===== src/rtl/cpu_pkg.sv =====
// Shared CPU-side definitions: prefetcher request types, AXI encodings and the
// read-bridge FSM state encoding.
package cpu_pkg;

  localparam logic [1:0] RD_UNCACHE = 2'b00;
  localparam logic [1:0] RD_LINE    = 2'b01;
  localparam logic [1:0] RD_2LINE   = 2'b10;
  localparam logic [1:0] RD_RSVD    = 2'b11;

  localparam logic [1:0] BURST_INCR = 2'b01;
  localparam logic [1:0] RESP_OKAY  = 2'b00;
  localparam logic [2:0] SIZE_4B    = 3'b010;

  typedef enum logic [3:0] {
    ST_IDLE = 4'b0001,
    ST_AR   = 4'b0010,
    ST_R    = 4'b0100,
    ST_DONE = 4'b1000
  } rd_state_e;

  // Reserved type 11 is issued as a single line.
  function automatic logic [7:0] rd_arlen(input logic [1:0] t);
    case (t)
      RD_UNCACHE: rd_arlen = 8'd0;
      RD_2LINE:   rd_arlen = 8'd7;
      default:    rd_arlen = 8'd3;
    endcase
  endfunction

  function automatic logic [31:0] rd_araddr(input logic [1:0] t, input logic [31:0] a);
    if (t == RD_UNCACHE) rd_araddr = a;
    else                 rd_araddr = {a[31:4], 4'b0000};
  endfunction

endpackage


===== src/rtl/axi_rd_bridge.sv =====
// AXI read-channel master for the dcache prefetcher: one request in flight, one AR
// burst per request, R beats packed into a 256-bit return register.
module axi_rd_bridge
  import cpu_pkg::*;
#(
  parameter logic [3:0] AXI_ID     = 4'd3,
  parameter logic [3:0] UC_ARCACHE = 4'b0000
) (
  input  logic         clk,
  input  logic         resetn,
  input  logic         rd_req,
  input  logic [1:0]   rd_type,
  input  logic [31:0]  rd_addr,
  output logic         rd_rdy,
  output logic         ret_valid,
  output logic         ret_half,
  output logic [255:0] ret_data,
  output logic         ret_err,
  output logic [3:0]   arid,
  output logic [31:0]  araddr,
  output logic [7:0]   arlen,
  output logic [2:0]   arsize,
  output logic [1:0]   arburst,
  output logic [1:0]   arlock,
  output logic [3:0]   arcache,
  output logic [2:0]   arprot,
  output logic         arvalid,
  input  logic         arready,
  input  logic [3:0]   rid,
  input  logic [31:0]  rdata,
  input  logic [1:0]   rresp,
  input  logic         rlast,
  input  logic         rvalid,
  output logic         rready
);

  rd_state_e      r_state;
  rd_state_e      w_next;
  logic [1:0]     r_type;
  logic [31:0]    r_addr;
  logic [2:0]     r_cnt;
  logic           r_err;
  logic           r_over;
  logic           r_half;
  logic [255:0]   r_data;

  logic           w_accept;
  logic           w_beat;
  logic [7:0]     w_arlen;
  logic           w_cnt_last;
  logic           w_unused_rid;

  assign w_accept     = (r_state == ST_IDLE) && rd_req;
  assign w_beat       = (r_state == ST_R) && rvalid;
  assign w_arlen      = rd_arlen(r_type);
  assign w_cnt_last   = (r_cnt == w_arlen[2:0]);
  assign w_unused_rid = ^rid;

  always_ff @(posedge clk or negedge resetn) begin
    if (!resetn) r_state <= ST_IDLE;
    else         r_state <= w_next;
  end

  always_comb begin
    w_next = r_state;
    case (r_state)
      ST_IDLE: if (rd_req)           w_next = ST_AR;
      ST_AR:   if (arready)          w_next = ST_R;
      ST_R:    if (rvalid && rlast)  w_next = ST_DONE;
      ST_DONE:                       w_next = ST_IDLE;
      default:                       w_next = ST_IDLE;
    endcase
  end

  // r_over marks that the beat at index arlen has been taken; any further beat
  // before rlast is a count fault and must not re-trigger ret_half.
  always_ff @(posedge clk or negedge resetn) begin
    if (!resetn) begin
      r_type <= RD_UNCACHE;
      r_addr <= 32'd0;
      r_cnt  <= 3'd0;
      r_err  <= 1'b0;
      r_over <= 1'b0;
      r_half <= 1'b0;
      r_data <= '0;
    end else begin
      r_half <= 1'b0;
      if (w_accept) begin
        r_type <= rd_type;
        r_addr <= rd_addr;
        r_cnt  <= 3'd0;
        r_err  <= 1'b0;
        r_over <= 1'b0;
      end
      if (w_beat) begin
        r_data[{r_cnt, 5'b00000} +: 32] <= rdata;
        r_cnt <= r_cnt + 3'd1;
        if (w_cnt_last) r_over <= 1'b1;
        if ((rresp != RESP_OKAY) || r_over || (rlast && !w_cnt_last)) r_err <= 1'b1;
        if ((r_type == RD_2LINE) && (r_cnt == 3'd3) && !r_over) r_half <= 1'b1;
      end
    end
  end

  assign rd_rdy    = (r_state == ST_IDLE);
  assign arvalid   = (r_state == ST_AR);
  assign rready    = (r_state == ST_R);
  assign ret_valid = (r_state == ST_DONE);
  assign ret_err   = (r_state == ST_DONE) && (r_err || (r_type == RD_RSVD));
  assign ret_half  = r_half;
  assign ret_data  = r_data;

  assign arid    = AXI_ID;
  assign araddr  = rd_araddr(r_type, r_addr);
  assign arlen   = w_arlen;
  assign arsize  = SIZE_4B;
  assign arburst = BURST_INCR;
  assign arlock  = 2'b00;
  assign arcache = (r_type == RD_UNCACHE) ? UC_ARCACHE : 4'b1111;
  assign arprot  = 3'b000;

endmodule


===== config.mk =====
export PLATFORM = sky130hd
export DESIGN_NAME = axi_rd_bridge
export DESIGN_NICKNAME = d
export VERILOG_FILES = /design/src/rtl/cpu_pkg.sv /design/src/rtl/axi_rd_bridge.sv
export SDC_FILE = /design/constraint.sdc
export NUM_CORES = 1
export LEC_CHECK = 0
export ABC_AREA = 1
export CORE_MARGIN = 3
export CORE_UTILIZATION = 42
export CTS_CLUSTER_DIAMETER = 150
export DETAILED_ROUTE_END_ITERATION = 12
export PLACE_DENSITY = 0.85
export SETUP_SLACK_MARGIN = 0.3
export SYNTH_ARGS = -nofsm -noshare
export SYNTH_HDL_FRONTEND = slang
export SYNTH_SLANG_ARGS = --single-unit

===== constraint.sdc =====
create_clock -name clk -period 2.21 [get_ports clk]
set_input_delay 0.663 -clock clk [delete_from_list [all_inputs] [get_ports clk]]
set_output_delay 0.663 -clock clk [all_outputs]
set_load 0.005 [all_outputs]

==> results of run 1 <==
==> stage by stage <==
step	instance area, sq um	TNS, ns	hold slack [ns]
after detailed placement	17000	-0.169	0.458
after CTS	20000	-2.66	0.0203
final	22400	-14.44	0.0238
after global routing	22400	-29.96	0.0388
after floorplan	13100	0	0.367
after global placement	17000	-0.0900	0.452
==> flip-flops by register name, indices dropped and copies added (netlist names) <==
name	cells
r_type	2
r_cnt	3
r_over	1
r_err	1
r_state	4
r_addr	32
ret_half	1
ret_data	256
==> synth_stat cells, types with 2 or more instances <==
| master | n |
|---|---|
| nand2_1 | 420 |
| buf_4 | 57 |
| nand4_1 | 44 |
| nor2_2 | 3 |
| clkbuf_1 | 47 |
| conb_1 | 2 |
| buf_6 | 10 |
| o21ai_0 | 95 |
| o21ai_1 | 66 |
| nor2_4 | 2 |
| ha_1 | 7 |
| a21oi_1 | 7 |
| dfrtp_1 | 299 |
| nor4_1 | 10 |
| inv_2 | 3 |
| nand3_1 | 137 |
| nor3_1 | 3 |
| o21ai_2 | 36 |
| nor2_1 | 43 |
| inv_1 | 69 |
| buf_2 | 29 |
| nand3_4 | 2 |
| nand3_2 | 4 |
==> worst min path at each step <==
stage	slack, ns	end	from
floorplan	0.37	r_addr[0]	resetn
global placement	0.45	ret_data[213]	ret_data[213]
detailed placement	0.46	ret_data[213]	ret_data[213]
CTS	0.02	r_addr[23]	resetn
global route	0.04	ret_data[26]	resetn
finish	0.02	r_addr[23]	resetn
==> report_power, final <==
group	switching (mW)	total [mW]	internal, mW
sequential	0.442	6.50	6.06
combinational	2.77	4.90	2.13
clock	2.30	5.14	2.85
==> cell families (layout without fill, tap and decap cells) <==
family | Yosys count | count (layout)
adders and majority gates | 7 | 7
AOI/OAI and AO/OA | 205 | 205
and+or+nand+nor | 671 | 672
buffers and inverters | 216 | 775
DFF | 300 | 300
other | 2 | 19
==> what timing repair did <==
item                                    in CTS  in global routing
gates cloned                                35                 13
gates resized for setup                    641                493
endpoints found under the setup margin     426                438
pin swaps                                   33                 39
setup buffers                               89                 85
==> routing by layer <==
layer / vias to the layer above / part of all wire, % / GRT usage [%]
li1: 5676 / - / -
met4: 0 / 7.8 / 18.3
met3: 371 / 12 / 7.25
met2: 1215 / 47 / 53.0
met1: 6813 / 33 / 38.5
met5: - / 0 / 0
==> layout make-up <==
type,instances,area (sq um),share of cell area (%)
clock buffers,45,878,3.92
repair buffers,651,7040,31.4
clock inverters,7,70.1,0.313
multi-input cells,903,6130,27.4
flip-flops and latches,300,7510,33.6
inverters,72,275,1.23
well taps,390,488,2.18
==> impl_results.md, run 1 <==
- Number of distinct library cells after synthesis: 29
- Largest net degree at the start of global routing: 78
- CTS tree: built
- Largest family of logic cells by synthesized area: simple AND/OR/NAND/NOR gates
- Final Non-Filler Cells: 2368
- Final Cycle Share: 110%
- Yosys reg bits: 300
- GRT Total Usage: 32.0%
- Fraction of layout cells with a size suffix above 1: 37.5%
- DRT Wirelength: 62.7 mm
- Slew Limit Fails: 0
- CTS H-tree lvls: 1
- EDFF count, synth: 0
- Post-synthesis sequential area ratio: around 59%
- Final hold vios: 0
- Die X: ~180 um
- Failing checks: negative setup slack
- RePlAce Congestion: 0.869
- Area contributors post-synth: dfrtp_1 58%, nand2_1 12%, nand3_1 5.3%
- Clock sinks: 300
- Die Ht: about 180 um
- Commonest cells after routing, fill and taps aside: 295 x dfrtp_1, 236 x nand2_1, 167 x buf_4, 160 x dlygate4sd2_1, 132 x o21ai_2
- Initial antenna violation count: 0
- # placed instances: between 2000 and 2500
- Port-buffer cells: 374
- FP Rows: 63
- First-pass GRT wire length: 81.2 mm
- Gate Count Post-Synth: ~1400
- Max Fclk: 413 MHz
- Clock skew: 0.0234 ns
- WP buf/inv: 4
- Max Cap Viol: 0
- Least-Margin Pin Slew: 0.593 ns
- Iter 0 DRT Violations: 1625
- Top cell type's share of synthesized area: 58.3%
- Pleak: 11.1 nW
- DR pass1 iterations: 6
- Vias per inst: 5.94
- Worst-path fanout max: 28
- Final WS setup: -0.213 ns
- Fin nets: 2044
- Slew HR: around three fifths
- Synth Area in XOR/XNOR: 0%
- Critical-path cell list: inv_1 -> ha_4 -> ha_1 -> inv_2 -> buf_12 -> nand2_1 -> inv_1 -> nand3_1 -> o21ai_1
- Fin util: 74.9%
- Routed Antenna Nets: 0
- Worst r2r path cells: 9
- VDD IR max: 1.22 mV
- HP Class: input pin to asynchronous set/reset pin
- Crit path max-delay cell type: dfrtp_1
- Initial Util: 42.9%
- Status: finished, violations left
- Vias: 14075
- Reg-to-reg slack, setup: -0.21 ns
- Most used DFF post-synth: dfrtp_1
- Synth Area per Inst: 9.16 sq um
- Min Tclk post-route: between 2 and 2.5 ns
- Critical Path Stages: 9
- CP delay by family, top: buffers and inverters
- Hpwl dp: 30.2 mm
- Drt wl/cell: ~26 um
- Synth area leader: dfrtp_1
- Critical R2R Capture: ret_data[175]
- Critical Path Most Common Cell: inv_1
- RSZ-0062 raised after global routing: yes
- Area Overhead vs Synth: 74.5%
- Mux share of post-synthesis cell area: 0%
- Io pins: 398
- Worst skew pair latency: 0.57 ns
- Critical Path AT: 2.86 ns
- Cts bufs inserted: 31
- Core ar.: ~0.03 sq mm
- Clk buf depth: 3
- Crit path from: r_cnt[1]
- Worst r2r src: r_cnt[1]
- Die area: between 0.03 and 0.04 sq mm
- Most common cell after layout, fill and taps aside: dfrtp_1
- CP Capture Type: register
- Endpoints failing setup: between 200 and 250
- Startpoint Class: register
- Ys async rst share: 100%
- Pwr Density: around 740 mW/mm^2
- CTS Root Cell: clkbuf_16
- Cell Area, Synth: around 0.013 sq mm
- CP Class: register to register
- Ant. Diodes: 0
- Number of fill cells: approximately 1700
- Area share of fa/ha/maj cells after synthesis: 0.683%
- Grt total ovfl: 0
- CTS Hold Bufs: 0
- CP required: 2.65 ns
- Compound-Gate Fraction of Synth Area: under 10%
- Worst setup path endpoint: ret_data[175]
- Setup WS pre-CTS: -0.169 ns
- Simple-gate share of the synthesized area: 22.8%
- Via count of the first global-routing pass: 13509
- # DRC: 0
- Clock transition at path regs: around 0.07 ns
- Yosys Warn Count: 0
- Pwr Total: ~17 mW
- Crit-path max cell delay: roughly 0.42 ns
(Power assumes the default switching activity.)
==> run 2, diff against run 1 <==
Settings changed: CORE_UTILIZATION 42 to 45, CTS_CLUSTER_DIAMETER 150 to not set, DONT_BUFFER_PORTS set to 1, PLACE_DENSITY 0.85 to 0.69.
Clock period 2.21 ns to 2.8 ns, I/O delays scaled along.
==> run 2 against run 1 <==
Compared with the run above: the flow finishes with violations (negative hold slack); clock skew fell by 0.014 ns; combinational power fell by 67%; sequential power fell by 21%; setup slack improved by 0.64 ns; largest power group unchanged; highest routed layer unchanged.
==> impl_results.md, run 2 (synthesized netlist as in run 1, its figures left out) <==
- Status: finished, violations left
- Failing checks: negative hold slack
- Area Overhead vs Synth: 7.02%
- Most common cell after layout, fill and taps aside: nand2_1
- Sequential cell area: 0.00751 sq mm (about the same)
- Final Cycle Share: 84.8%
- # DRC: 0 (unchanged)
- Crit-path max cell delay: 0.41 ns (about the same)
- Setup WS pre-CTS: 0.371 ns (+0.540 ns)
- Io pins: 398 (unchanged)
- HP Class: input pin to asynchronous set/reset pin
- Vias: 9591 (-32%)
- Reg-to-reg slack, setup: 0.44 ns (+0.65 ns)
- Hold slack: -0.0217 ns (-0.0455 ns)
- Hpwl dp: 26.3 mm (-13%)
- DR pass1 iterations: 5 (-1)
- Clock sinks: 300 (unchanged)
- Worst-path fanout max: 3 (-89%)
- Die Ht: 175 um (-3.3%)
- Endpoints failing setup: 0 (-100%)
- TNS Setup: 0 ns (+14.44 ns)
- Fin nets: 1417 (-31%)
- Multi-input logic area: 0.00426 sq mm (-30%)
- Largest net degree at the start of global routing: 301 (+290%)
- Clk buf depth: 3 (unchanged)
- Die area: 0.0306 sq mm (-6.5%)
- DRT Wirelength: 38.3 mm (-39%)
- CTS tree: built
- Max Cap Viol: 0 (unchanged)
- CP Class: register to output pin
- Least-Margin Pin Slew: 0.747 ns (+0.154 ns)
- CP required: 1.96 ns (-0.69 ns)
- Setup Fix Bufs, Post-CTS: 0 (-100%)
- Clock transition at path regs: 0.06 ns (about the same)
- Routed Antenna Nets: 0 (unchanged)
- Initial antenna violation count: 1 (+1)
- CTS Root Cell: clkbuf_16
- First-pass GRT wire length: 58.4 mm (-28%)
- Worst r2r path cells: 8 (-1)
- Number of fill cells: 2615 (+57%)
- Clock skew: 0.00929 ns (-0.0141 ns)
- Critical R2R Capture: ret_data[112]
- Pleak: 6.65 nW (-40%)
- Worst skew pair latency: 0.55 ns (-0.02 ns)
- Slew HR: 50.2% (-9.9 points)
- WP buf/inv: 1 (-3)
- Commonest cells after routing, fill and taps aside: 418 x nand2_1, 298 x dfrtp_1, 137 x nand3_1, 95 x o21ai_0, 68 x inv_1
- Min Tclk post-route: 2.37 ns
- Initial Util: 45.9% (+3.0 points)
- Slew Limit Fails: 0 (unchanged)
- Critical Path AT: 1.53 ns (-1.33 ns)
- CTS H-tree lvls: 1 (unchanged)
- Core ar.: 0.0279 sq mm (-6.5%)
- Max FFs per register: 256 (unchanged)
- GRT Total Usage: 24.5% (-7.5 points)
- Critical Path Stages: 3 (-6)
- Startpoint Class: register
- Crit path max-delay cell type: dfrtp_1
- Grt total ovfl: 0 (unchanged)
- Final hold vios: 44 (+44)
- Die X: 175 um (-3.3%)
- Cell Area, Placed: 0.0127 sq mm (-25%)
- Drt wl/cell: 22.1 um (-17%)
- CP delay by family, top: simple AND/OR/NAND/NOR gates
- Worst r2r src: r_cnt[0]
- FP Rows: 61 (-3.2%)
- Fraction of layout cells with a size suffix above 1: 9.87% (-28 points)
- Final WS setup: 0.425 ns (+0.638 ns)
- Cts bufs inserted: 31 (unchanged)
- Port-buffer cells: 0 (-100%)
- Fin area: 0.0137 sq mm (-39%)
- Pwr Density: 784 mW/mm^2 (+6.1%)
- Crit path from: r_state[1]
- RSZ-0062 raised after global routing: yes
- RePlAce Congestion: 0.866 (-0.45%)
- Iter 0 DRT Violations: 771 (-53%)
- CP Capture Type: output pin
- VDD IR max: 0.497 mV (-59%)
- Via count of the first global-routing pass: 9592 (-29%)
- Vias per inst: 5.52 (-7.1%)
- Worst setup path endpoint: ret_err
- Max Fclk: roughly 420 MHz
- Critical-path cell list: inv_1 -> nand2_1 -> nor4_1
-- run 2: cell count changes in the layout (fill, tap and decap cells not counted), moves of 72 or more --
cell             previous run  this run
o21ai_2                   132        36
dlygate4sd2_1             160         0
clkdlybuf4s50_1            72         0
nand2_1                   236       418
buf_4                     167        20
o21ai_0                     5        95
clkdlybuf4s15_1           116         0
nand2_4                   119         0
-- run 2: power breakdown --
group	leakage, nW	total, mW	switching, mW	internal, mW
clock	0.500	4.01	1.69	2.32
sequential	4.11	5.16	0.371	4.79
combinational	2.04	1.60	1.19	0.408
-- run 2: timing repair --
item	4_1_cts	5_1_grt
resized for setup	0	9
setup endpoints to repair	0	180
hold endpoints to repair	299	276
-- run 2: worst min path at each step --
stage               slack [ns]    from       endpoint
floorplan                 0.43  r_over       ret_half
global route             -0.06  resetn  ret_data[235]
finish                   -0.02  resetn  ret_data[235]
CTS                      -0.05  resetn  ret_data[172]
global placement          0.47   r_err          r_err
detailed placement        0.47   r_err          r_err
-- run 2: area by class of cell --
type / count / area share [%]
Antenna cell: 2 / 0.0365
Sequential cell: 300 / 54.7
Timing Repair Buffer: 25 / 1.50
Clock inverter: 12 / 0.702
Inverter: 72 / 1.99
Multi-Input combinational cell: 902 / 31.0
Clock buffer: 46 / 6.57
Tap cell: 378 / 3.44
-- run 2: per-layer routing --
metal / vias up / share of wire, % / GRT usage (%)
li1: 4400 / - / -
met1: 4661 / 36 / 28.0
met2: 446 / 49 / 42.2
met3: 84 / 11 / 8.65
met4: 0 / 4.3 / 9.61
met5: - / 0 / 0
-- run 2: per-stage QoR --
stage	std cells	power, mW	hold WS [ns]	util [%]
floorplan	1418	6.55	0.433	-
global placement	1677	6.77	0.466	45.5
detailed placement	1677	6.84	0.473	45.5
CTS	1735	10.9	-0.0501	49.0
global route	1736	11.3	-0.0563	49.1
finish	1737	10.8	-0.0217	49.1
